==> config.mk <==
export PLATFORM = sky130hd
export DESIGN_NAME = ifq_flat
export DESIGN_NICKNAME = d
export VERILOG_FILES = /design/src/rtl/ifq_pkg.sv /design/src/rtl/ifq_if.sv /design/src/rtl/ifq_ring.sv /design/src/rtl/ifq.sv /design/src/flat_wrapper.sv
export SDC_FILE = /design/constraint.sdc
export NUM_CORES = 1
export LEC_CHECK = 0
export CAP_MARGIN = 20
export CORE_AREA = 2 2 114 116
export CTS_BUF_LIST = sky130_fd_sc_hd__clkbuf_16
export DETAILED_ROUTE_END_ITERATION = 6
export DIE_AREA = 0 0 116 118
export DONT_BUFFER_PORTS = 1
export PLACE_DENSITY = 0.75
export SLEW_MARGIN = 25
export SYNTH_ARGS = -nofsm -noshare
export SYNTH_HDL_FRONTEND = slang
export SYNTH_SLANG_ARGS = --single-unit
==> constraint.sdc <==
create_clock -name clk -period 3.5 [get_ports clk]
set_clock_uncertainty 0.1 [all_clocks]
set_input_delay 0.7 -clock clk [delete_from_list [all_inputs] [get_ports clk]]
set_output_delay 0.7 -clock clk [all_outputs]
set_load 0.05 [all_outputs]
==> src/rtl/ifq_pkg.sv <==
// ifq_pkg: shared types, default geometry and configuration check for the fetch queue
package ifq_pkg;
  localparam int ADDR_W = 16;
  localparam int FETCH_BYTES = 3;
  localparam int MAX_LEN = 3;
  localparam int DEPTH = 8;
  localparam logic [ADDR_W-1:0] RESET_ADDR = '0;
  localparam int CNT_W = $clog2(DEPTH + 1);
  localparam int LEN_W = $clog2(MAX_LEN + 1);
  localparam int PTR_W = $clog2(DEPTH);
  typedef logic [ADDR_W-1:0] addr_t;
  typedef logic [7:0] byte_t;
  function automatic bit cfg_ok(input int depth, input int fetch, input int max_len);
    return depth > 0 && (depth & (depth - 1)) == 0 && depth >= fetch + max_len && max_len >= 1;
  endfunction
endpackage

==> src/rtl/ifq_if.sv <==
// ifq_if: memory request/response, redirect and decoder window signals of the fetch queue
// master = queue side (drives req/req_addr/avail/win/head_pc/accept), slave = memory + decoder side
interface ifq_if #(
  parameter int ADDR_W = ifq_pkg::ADDR_W,
  parameter int FETCH_BYTES = ifq_pkg::FETCH_BYTES,
  parameter int MAX_LEN = ifq_pkg::MAX_LEN,
  parameter int DEPTH = ifq_pkg::DEPTH
) ();
  logic redir;
  logic [ADDR_W-1:0] redir_addr;
  logic req;
  logic [ADDR_W-1:0] req_addr;
  logic gnt;
  logic rvalid;
  logic [FETCH_BYTES*8-1:0] rdata;
  logic [$clog2(DEPTH+1)-1:0] avail;
  logic [MAX_LEN*8-1:0] win;
  logic [ADDR_W-1:0] head_pc;
  logic take;
  logic [$clog2(MAX_LEN+1)-1:0] take_len;
  logic accept;
  modport master (
    input redir, redir_addr, gnt, rvalid, rdata, take, take_len,
    output req, req_addr, avail, win, head_pc, accept
  );
  modport slave (
    output redir, redir_addr, gnt, rvalid, rdata, take, take_len,
    input req, req_addr, avail, win, head_pc, accept
  );
endinterface

==> src/rtl/ifq_ring.sv <==
// ifq_ring: byte ring with a FETCH_BYTES-wide write at wr and a MAX_LEN-wide read window at rd
// ports: we/wdata write a beat, adv/adv_len advance rd, flush snaps rd to wr, win is the head window
module ifq_ring import ifq_pkg::*; #(
  parameter int FETCH_BYTES = ifq_pkg::FETCH_BYTES,
  parameter int MAX_LEN = ifq_pkg::MAX_LEN,
  parameter int DEPTH = ifq_pkg::DEPTH,
  parameter int LW = $clog2(MAX_LEN + 1)
) (
  input  logic clk,
  input  logic rst,
  input  logic we,
  input  logic [FETCH_BYTES*8-1:0] wdata,
  input  logic adv,
  input  logic [LW-1:0] adv_len,
  input  logic flush,
  output logic [MAX_LEN*8-1:0] win
);
  localparam int PW = $clog2(DEPTH);
  byte_t mem [DEPTH];
  logic [PW-1:0] rd, wr;
  always_ff @(posedge clk or negedge rst)
    if (!rst) begin
      rd <= '0;
      wr <= '0;
      for (int i = 0; i < DEPTH; i++) mem[i] <= '0;
    end else begin
      if (we) begin
        for (int i = 0; i < FETCH_BYTES; i++) mem[wr + PW'(i)] <= wdata[i*8 +: 8];
        wr <= wr + PW'(FETCH_BYTES);
      end
      rd <= flush ? wr : adv ? rd + PW'(adv_len) : rd;
    end
  for (genvar i = 0; i < MAX_LEN; i++) begin : g_win
    assign win[i*8 +: 8] = mem[rd + PW'(i)];
  end
endmodule

==> src/rtl/ifq.sv <==
// ifq: instruction fetch queue -- request control, occupancy, head/fetch addressing and redirect
// ports: clk, rst (async active-low), bus (ifq_if.master: memory handshake, redirect, decoder window)
module ifq import ifq_pkg::*; #(
  parameter int ADDR_W = ifq_pkg::ADDR_W,
  parameter int FETCH_BYTES = ifq_pkg::FETCH_BYTES,
  parameter int MAX_LEN = ifq_pkg::MAX_LEN,
  parameter int DEPTH = ifq_pkg::DEPTH,
  parameter logic [ADDR_W-1:0] RESET_ADDR = '0
) (
  input logic clk,
  input logic rst,
  ifq_if.master bus
);
  localparam int CW = $clog2(DEPTH + 1);
  if (!cfg_ok(DEPTH, FETCH_BYTES, MAX_LEN)) begin : g_bad_cfg
    $error("ifq: DEPTH must be a power of two >= FETCH_BYTES+MAX_LEN and MAX_LEN >= 1");
  end
  logic [CW-1:0] count;
  logic [ADDR_W-1:0] fetch_addr, head_pc;
  logic pend, discard, we, acc;
  // a beat is written only when it answers the live request and no redirect kills it
  assign we = bus.rvalid && pend && !discard && !bus.redir;
  assign acc = bus.take && !bus.redir && bus.take_len != '0 &&
               32'(bus.take_len) <= 32'(count) && 32'(bus.take_len) <= 32'(MAX_LEN);
  // space is reserved at issue: count can only fall while pend, so req holds until gnt
  assign bus.req = rst && !pend && !bus.redir && (32'(DEPTH) - 32'(count)) >= 32'(FETCH_BYTES);
  assign bus.req_addr = fetch_addr;
  assign bus.avail = count;
  assign bus.head_pc = head_pc;
  assign bus.accept = acc;
  always_ff @(posedge clk or negedge rst)
    if (!rst) begin
      count <= '0;
      fetch_addr <= RESET_ADDR;
      head_pc <= RESET_ADDR;
      pend <= 1'b0;
      discard <= 1'b0;
    end else if (bus.redir) begin
      count <= '0;
      fetch_addr <= bus.redir_addr;
      head_pc <= bus.redir_addr;
      // an in-flight request whose beat has not arrived yet must have that beat dropped later
      pend <= pend && !bus.rvalid;
      discard <= pend && !bus.rvalid;
    end else begin
      count <= count + (we ? CW'(FETCH_BYTES) : '0) - (acc ? CW'(bus.take_len) : '0);
      if (bus.req && bus.gnt) begin
        pend <= 1'b1;
        fetch_addr <= fetch_addr + ADDR_W'(FETCH_BYTES);
      end else if (bus.rvalid && pend) begin
        pend <= 1'b0;
        discard <= 1'b0;
      end
      if (acc) head_pc <= head_pc + ADDR_W'(bus.take_len);
    end
  ifq_ring #(.FETCH_BYTES(FETCH_BYTES), .MAX_LEN(MAX_LEN), .DEPTH(DEPTH)) u_ring (
    .clk(clk),
    .rst(rst),
    .we(we),
    .wdata(bus.rdata),
    .adv(acc),
    .adv_len(bus.take_len),
    .flush(bus.redir),
    .win(bus.win)
  );
endmodule
==> src/flat_wrapper.sv <==
// flat-port wrapper written by rule: the top's interface ports become plain ports
module ifq_flat import ifq_pkg::*;
#(
  parameter int ADDR_W = ifq_pkg::ADDR_W,
  parameter int FETCH_BYTES = ifq_pkg::FETCH_BYTES,
  parameter int MAX_LEN = ifq_pkg::MAX_LEN,
  parameter int DEPTH = ifq_pkg::DEPTH,
  parameter logic [ADDR_W-1:0] RESET_ADDR = '0
)
  (clk, rst, bus_redir, bus_redir_addr, bus_gnt, bus_rvalid, bus_rdata, bus_take, bus_take_len, bus_req, bus_req_addr, bus_avail, bus_win, bus_head_pc, bus_accept);
  ifq_if #(.ADDR_W(ADDR_W), .FETCH_BYTES(FETCH_BYTES), .MAX_LEN(MAX_LEN), .DEPTH(DEPTH)) bus_i ();
  input logic clk;
  input logic rst;
  input wire logic [$bits(bus_i.redir)-1:0] bus_redir;
  input wire logic [$bits(bus_i.redir_addr)-1:0] bus_redir_addr;
  input wire logic [$bits(bus_i.gnt)-1:0] bus_gnt;
  input wire logic [$bits(bus_i.rvalid)-1:0] bus_rvalid;
  input wire logic [$bits(bus_i.rdata)-1:0] bus_rdata;
  input wire logic [$bits(bus_i.take)-1:0] bus_take;
  input wire logic [$bits(bus_i.take_len)-1:0] bus_take_len;
  output wire logic [$bits(bus_i.req)-1:0] bus_req;
  output wire logic [$bits(bus_i.req_addr)-1:0] bus_req_addr;
  output wire logic [$bits(bus_i.avail)-1:0] bus_avail;
  output wire logic [$bits(bus_i.win)-1:0] bus_win;
  output wire logic [$bits(bus_i.head_pc)-1:0] bus_head_pc;
  output wire logic [$bits(bus_i.accept)-1:0] bus_accept;
  assign bus_i.redir = bus_redir;
  assign bus_i.redir_addr = bus_redir_addr;
  assign bus_i.gnt = bus_gnt;
  assign bus_i.rvalid = bus_rvalid;
  assign bus_i.rdata = bus_rdata;
  assign bus_i.take = bus_take;
  assign bus_i.take_len = bus_take_len;
  assign bus_req = bus_i.req;
  assign bus_req_addr = bus_i.req_addr;
  assign bus_avail = bus_i.avail;
  assign bus_win = bus_i.win;
  assign bus_head_pc = bus_i.head_pc;
  assign bus_accept = bus_i.accept;
  ifq #(.ADDR_W(ADDR_W), .FETCH_BYTES(FETCH_BYTES), .MAX_LEN(MAX_LEN), .DEPTH(DEPTH), .RESET_ADDR(RESET_ADDR)) u_core (.clk(clk), .rst(rst), .bus(bus_i));
endmodule
## Word-level counts from Yosys, hierarchy flattened

Cells that the tools add are included.

- $add $sub $neg: 11
- Order comparisons: 11
- Equality and inequality tests: 1
- Multiplexer cells: 32
- Bitwise operators: 6
- Reductions and logical operators: 24

Operators with widths:

| operator | number |
|---|---|
| bitwise mux 64 bit | 3 |
| binary-select mux 8 bit (select 3 bit) | 3 |
| demux 8 bit (select 3 bit) | 3 |
| two-way mux 8 bit | 9 |
| two-way mux 16 bit | 4 |
| >= comparator 32 x 2 -> 1 bit, second input constant | 1 |
| >= comparator 4 bit, second input constant | 6 |
| NOT 3 -> 4 bit | 6 |
| adder 16 x 2 -> 16 bit | 1 |
| adder 16 x 2 -> 16 bit, second input constant | 1 |
| logical AND 1 bit | 14 |
| less-than comparator 4 x 1 -> 1 bit, second input constant | 3 |
| adder 3 x 2 -> 3 bit, second input constant | 3 |
| nonzero test 2 bit | 4 |
| adder 3 x 1 -> 3 bit, second input constant | 2 |
| two-way mux 3 bit | 2 |
| two-way mux 1 bit | 5 |
| subtractor 4 x 4 -> 5 bit, first input constant | 1 |
| adder 4 bit | 1 |
| <= comparator 2 x 4 -> 1 bit | 1 |
| logical NOT 1 bit | 4 |
| two-way mux 2 bit | 2 |
| two-way mux 4 bit | 1 |
| subtractor 4 bit | 1 |
| 4 further kinds | 4 |

- Register bits: 108
- Output and inout port bits: 62
- Logic and storage cells: 100

## Depth between registers and ports, before layout

Gate-level depths: netlist of run 1.

- Depth in word-level cells: 8
- Gate-level depth with buffers: 14
- Mapped depth without buffers: 13

## Hierarchy

A second synthesis of run 1 with hierarchy kept.

- Cell total of the unflattened synthesis: 738
- Area, all modules: 7976.4 um2

By module, submodules not included:

| module | instances | cells an instance | area each (um2) | seq. area each (um2) |
|---|---|---|---|---|
| ifq_ring | 1 | 471 | 5535.3 | 1751.7 |
| ifq | 1 | 267 | 2441.1 | 950.9 |

## Least setup slack after synthesis of run 1

No wires, ideal clock.

- Path type: register -> register
- Start point: reg u_core.count[1] (netlist: u_core.bus.avail[1])
- End point: reg u_core.count[3] (netlist: u_core.bus.avail[3])
- Library setup time: 0.130 ns
- Arrival: 3.245 ns
- Data required time: 3.270 ns
- Path slack: 0.025 ns
- Cell stages (with the launch flop): 15
- Buffers on the path: 1
- Period minus slack after synthesis: 3.475 ns
- Cells stage by stage: dfrtp_1 -> inv_1 -> ha_1 -> nor2b_1 -> o211ai_1 -> nand2_1 -> buf_2 -> nor2_1 -> fa_1 -> inv_1 -> ha_1 -> a21o_1 -> a21oi_1 -> xnor2_1 -> nor2_1

- Word-level cells in the longest chain between the ends: 5
- Elaborated cells between the ends (all ways): 6

Ends and longest elaborated chain:

| item | RTL line | source |
|---|---|---|
| start, declared | ifq.sv:18 | `logic [CW-1:0] count;` |
| start signal, assigned | ifq.sv:46 | `count <= count + (we ? CW'(FETCH_BYTES) : '0) - (acc ? CW'(bus.take_len) : '0);` |
| <= comparator 2 x 4 -> 1 bit | ifq.sv:24 | `32'(bus.take_len) <= 32'(count) && 32'(bus.take_len) <= 32'(MAX_LEN);` |
| logical AND 1 bit | ifq.sv:23 | `assign acc = bus.take && !bus.redir && bus.take_len != '0 &&` |
| two-way mux 2 bit | ifq.sv:46 |  |
| subtractor 4 bit (*) | ifq.sv:46 |  |
| two-way mux 4 bit (*) | ifq.sv:38 | `end else if (bus.redir) begin` |

Every way passes the cells marked *; elsewhere a longest branch is shown, timed or not.
A chain may end at the register's enable or synchronous reset.

## Worst setup path in the final report of run 1

- Start point: reg u_core.count[2] (netlist: u_core.bus.avail[2])
- End point: out bus_accept

- Word-level cells in the longest chain between the ends: 2

Ends and longest elaborated chain:

| item | RTL line | source |
|---|---|---|
| <= comparator 2 x 4 -> 1 bit | ifq.sv:24 |  |
| logical AND 1 bit | ifq.sv:23 |  |
| end, declared | flat_wrapper.sv:26 | `output wire logic [$bits(bus_i.accept)-1:0] bus_accept;` |

Every way passes these cells.

==> results.toml, run 1 <==
[setup_path]
critical_path_required_ns = 2.70
cp-startpoint = "u_core.bus.avail[2]"
crit-reg2reg-launch = "u_core.bus.avail[2]"
reg2reg_slack_ns = 0.46
worstPathArrival_ns = 2.43
ff2ff_path_depth = 12
path_max_fanout = 17
crit_type = "reg2out"
crit_path_end_kind = "primary output"
worstReg2RegEnd = "u_core.bus.avail[3]"
worstSetupStartpointType = "flip-flop"

[pwr]
power_frac_clock_pct = 12.4
peakVddDrop_mv = 0.432
seqPwrFrac_pct = 28.8
p_total_mw = 7.95
pwr-share-comb_pct = 58.8
swShare_pct = 52.7
power_density_nw_per_um2 = 1010
p_leak_nw = 3.22
p_switching_mw = 4.19
internal-power_mw = 3.76

[global_routing]
grt_pass1_wl_microns = 34700
grt_max_degree = 109
grt_overflow = 0
grt_pass1_vias = 5985
antenna_found_initial = 1
grt_usage_pct = 33.0

[cts]
cts_made_buffers = 9
cts-root-buf = "clkbuf_16"
cts_sinks = 108
htreeDepth = 3
clock_latency_ns = 0.36
cts_tree = "built"
cts_buffer_depth = 2
path_clk_slew_ns = 0.08
cts_setup_buffers = 0

[layout]
area_growth_pct = 6.61
final_common_cell = "dfrtp_1"
nFillCells = 1020
register_area_sq_um = 2700
antenna_cells = 0
final_cell_mix = "107 x dfrtp_1, 82 x nand2_1, 68 x nor2_1, 60 x o21ai_0, 59 x a21oi_1"
fin_nets = 833
drive_gt1_share_pct = 17.5
multi_input_area_sq_um = 4270

[placement]
dpl.hpwl_microns = 15900
portBuffers = 0
gp_congestion = 1.01

[synthesis]
netlist_area_sq_um = 7360
synth.distinct_cells = 63
syn-num-nets = 844
avgSynthCellArea_sq_um = 9.48
ys_seq_elements = 108
synthFlopType = "dfrtp_1"
synthArstFlopShare_pct = 100
synth-edff-count = 0
yosysWarnings = 0
seq_area_frac_synth_pct = 36.7
synthCells = 777

[floorplan]
initial_core_util_pct = 59.3
coreArea_sq_um = 12400
io_pins = 110
fp.dieH_microns = 118
rows = 41
die_width_microns = 116
dieArea_sq_um = 13700

[route]
firstDrtPassIters = 7
drc = 38
ant_nets = 0
routed_wl_microns = 21800
vias = 6562
via_per_inst = 6.96
drt_iter0_markers = 1240
post_drt_wl_per_cell_microns = 23.1

[timing]
period_share_pct = 92.3
drv_slew = 0
relSlewSlack_pct = 41.8
setup_viol = 0
worst_hold_slack_ns = 0.142
rsz0062_at_grt = "false"
hold_violations = 0
max_freq_mhz = 309
tightest_slew_ns = 0.873
min_period_ns = 3.23
fin_setup_tns_ns = 0

[outcome]
violations = "design-rule violations"
status = "complete, but fails checks"

[hold_path]
hp-class = "in2async"

[run]
maxCapViolations = 0
[state kept, by name, summed over array words and instances, names as in the netlist]
register,count
u_core.u_ring.wr,3
u_core.u_ring.rd,3
u_core.bus.req_addr,16
u_core.pend,1
u_core.bus.head_pc,16
u_core.discard,1
u_core.u_ring.mem,64
u_core.bus.avail,4
[synth_stat cells (4+ instances only)]
| cell type | instances | share of area, % |
|---|---|---|
| nor2_1 | 68 | 3.5 |
| nand2_1 | 82 | 4.2 |
| inv_1 | 31 | 1.6 |
| and2_1 | 4 | 0.34 |
| buf_4 | 10 | 1.0 |
| a222oi_1 | 32 | 4.3 |
| a21o_1 | 5 | 0.51 |
| or3_1 | 5 | 0.42 |
| o21ai_0 | 60 | 4.1 |
| nand2b_1 | 5 | 0.42 |
| a21oi_1 | 60 | 4.1 |
| ha_1 | 15 | 2.5 |
| and3_1 | 7 | 0.59 |
| nand3_1 | 7 | 0.48 |
| buf_2 | 16 | 1.1 |
| fa_1 | 4 | 1.1 |
| a22o_1 | 9 | 1.1 |
| mux2i_1 | 9 | 1.2 |
| a221o_1 | 6 | 0.82 |
| nor2b_1 | 6 | 0.51 |
| mux4_2 | 24 | 7.3 |
| a22oi_1 | 28 | 2.9 |
| nor3_2 | 7 | 0.95 |
| xnor2_1 | 7 | 0.83 |
| o21ai_1 | 10 | 0.68 |
| nor2_2 | 4 | 0.34 |
| o311ai_0 | 4 | 0.48 |
| nand4_1 | 6 | 0.51 |
| o211ai_1 | 13 | 1.3 |
| dfrtp_1 | 108 | 37 |
| clkbuf_1 | 17 | 0.87 |
| nor3_1 | 16 | 1.1 |
| mux2_2 | 32 | 4.9 |
| buf_1 | 8 | 0.41 |
[routing by layer]
layer | track usage (%) | up-vias | wire, microns
met2 | 42.9 | 419 | 9090
met1 | 50.8 | 3198 | 9110
met5 | 0 | - | 0
met4 | 7.96 | 0 | 396
li1 | - | 2901 | -
met3 | 14.0 | 44 | 3200
[logic make-up after synthesis]
group,synth area share (%)
adders and majority gates,3.64
muxes,13.5
xor gates and xnor gates,1.41
AOI/OAI and AO/OA,23.5
and+or+nand+nor,15.8
buffers and inverters,5.47
DFF,36.7
[worst max path at each step]
stage	endpoint	slack, ns	depth (start not counted)
after floorplan	u_core.bus.avail[3]	0.02	14
after global placement	u_core.bus.avail[3]	0.50	12
after detailed placement	u_core.bus.avail[3]	0.37	12
after CTS	bus_accept	0.28	6
after global routing	bus_accept	0.15	6
final	bus_accept	0.27	6
[power groups by stage]
stage	combinational [mW]	sequential [mW]	clock (mW)
6_report	4.67	2.29	0.989
3_3_place_gp	4.46	2.24	0
3_5_place_dp	4.55	2.29	0
4_1_cts	4.60	2.26	0.991
2_1_floorplan	3.68	2.12	0
5_1_grt	5.01	2.34	1.05
[final cells by class]
type	count	area share [%]
repair buffers	31	3.22
inverters	35	1.67
well taps	172	2.74
clock inverters	7	0.637
multi-input cells	581	54.4
clock buffers	9	2.87
flip-flops and latches	108	34.4
[critical path, cell delays in order, from the launching register on]
cell,delay (ns)
dfrtp_1,0.71
inv_1,0.18
ha_1,0.27
o211ai_1,0.12
nand2_1,0.12
buf_4,0.21
inv_1,0.45
[what timing repair did]
item                                   in CTS  in global routing
hold buffers                                1                  0
setup endpoints to repair                   0                  0
gates resized for setup                     0                  0
endpoints found under the hold margin     108                  0
[per-stage QoR]
stage                     area [sq um]  utilization [%]  setup WS, ns  std cells
after floorplan                   7360                -        0.0246        777
after global placement            7530             60.7         0.498        926
after detailed placement          7540             60.8         0.369        926
after CTS                         7850             63.2         0.279        943
after global routing              7850             63.2         0.146        943
final                             7850             63.2         0.268        943
No activity file was read; power rests on OpenSTA's default activity.
==> run 2: changes to the inputs <==
--- a/config.mk
+++ b/config.mk
@@ -12,6 +12,7 @@
 export DIE_AREA = 0 0 116 118
 export DONT_BUFFER_PORTS = 1
 export PLACE_DENSITY = 0.75
+export SKIP_LAST_GASP = 1
 export SLEW_MARGIN = 25
 export SYNTH_ARGS = -nofsm -noshare
 export SYNTH_HDL_FRONTEND = slang
==> results of run 2 <==
Same layout as run 1: the final DEF is identical, and so are final timing and power.
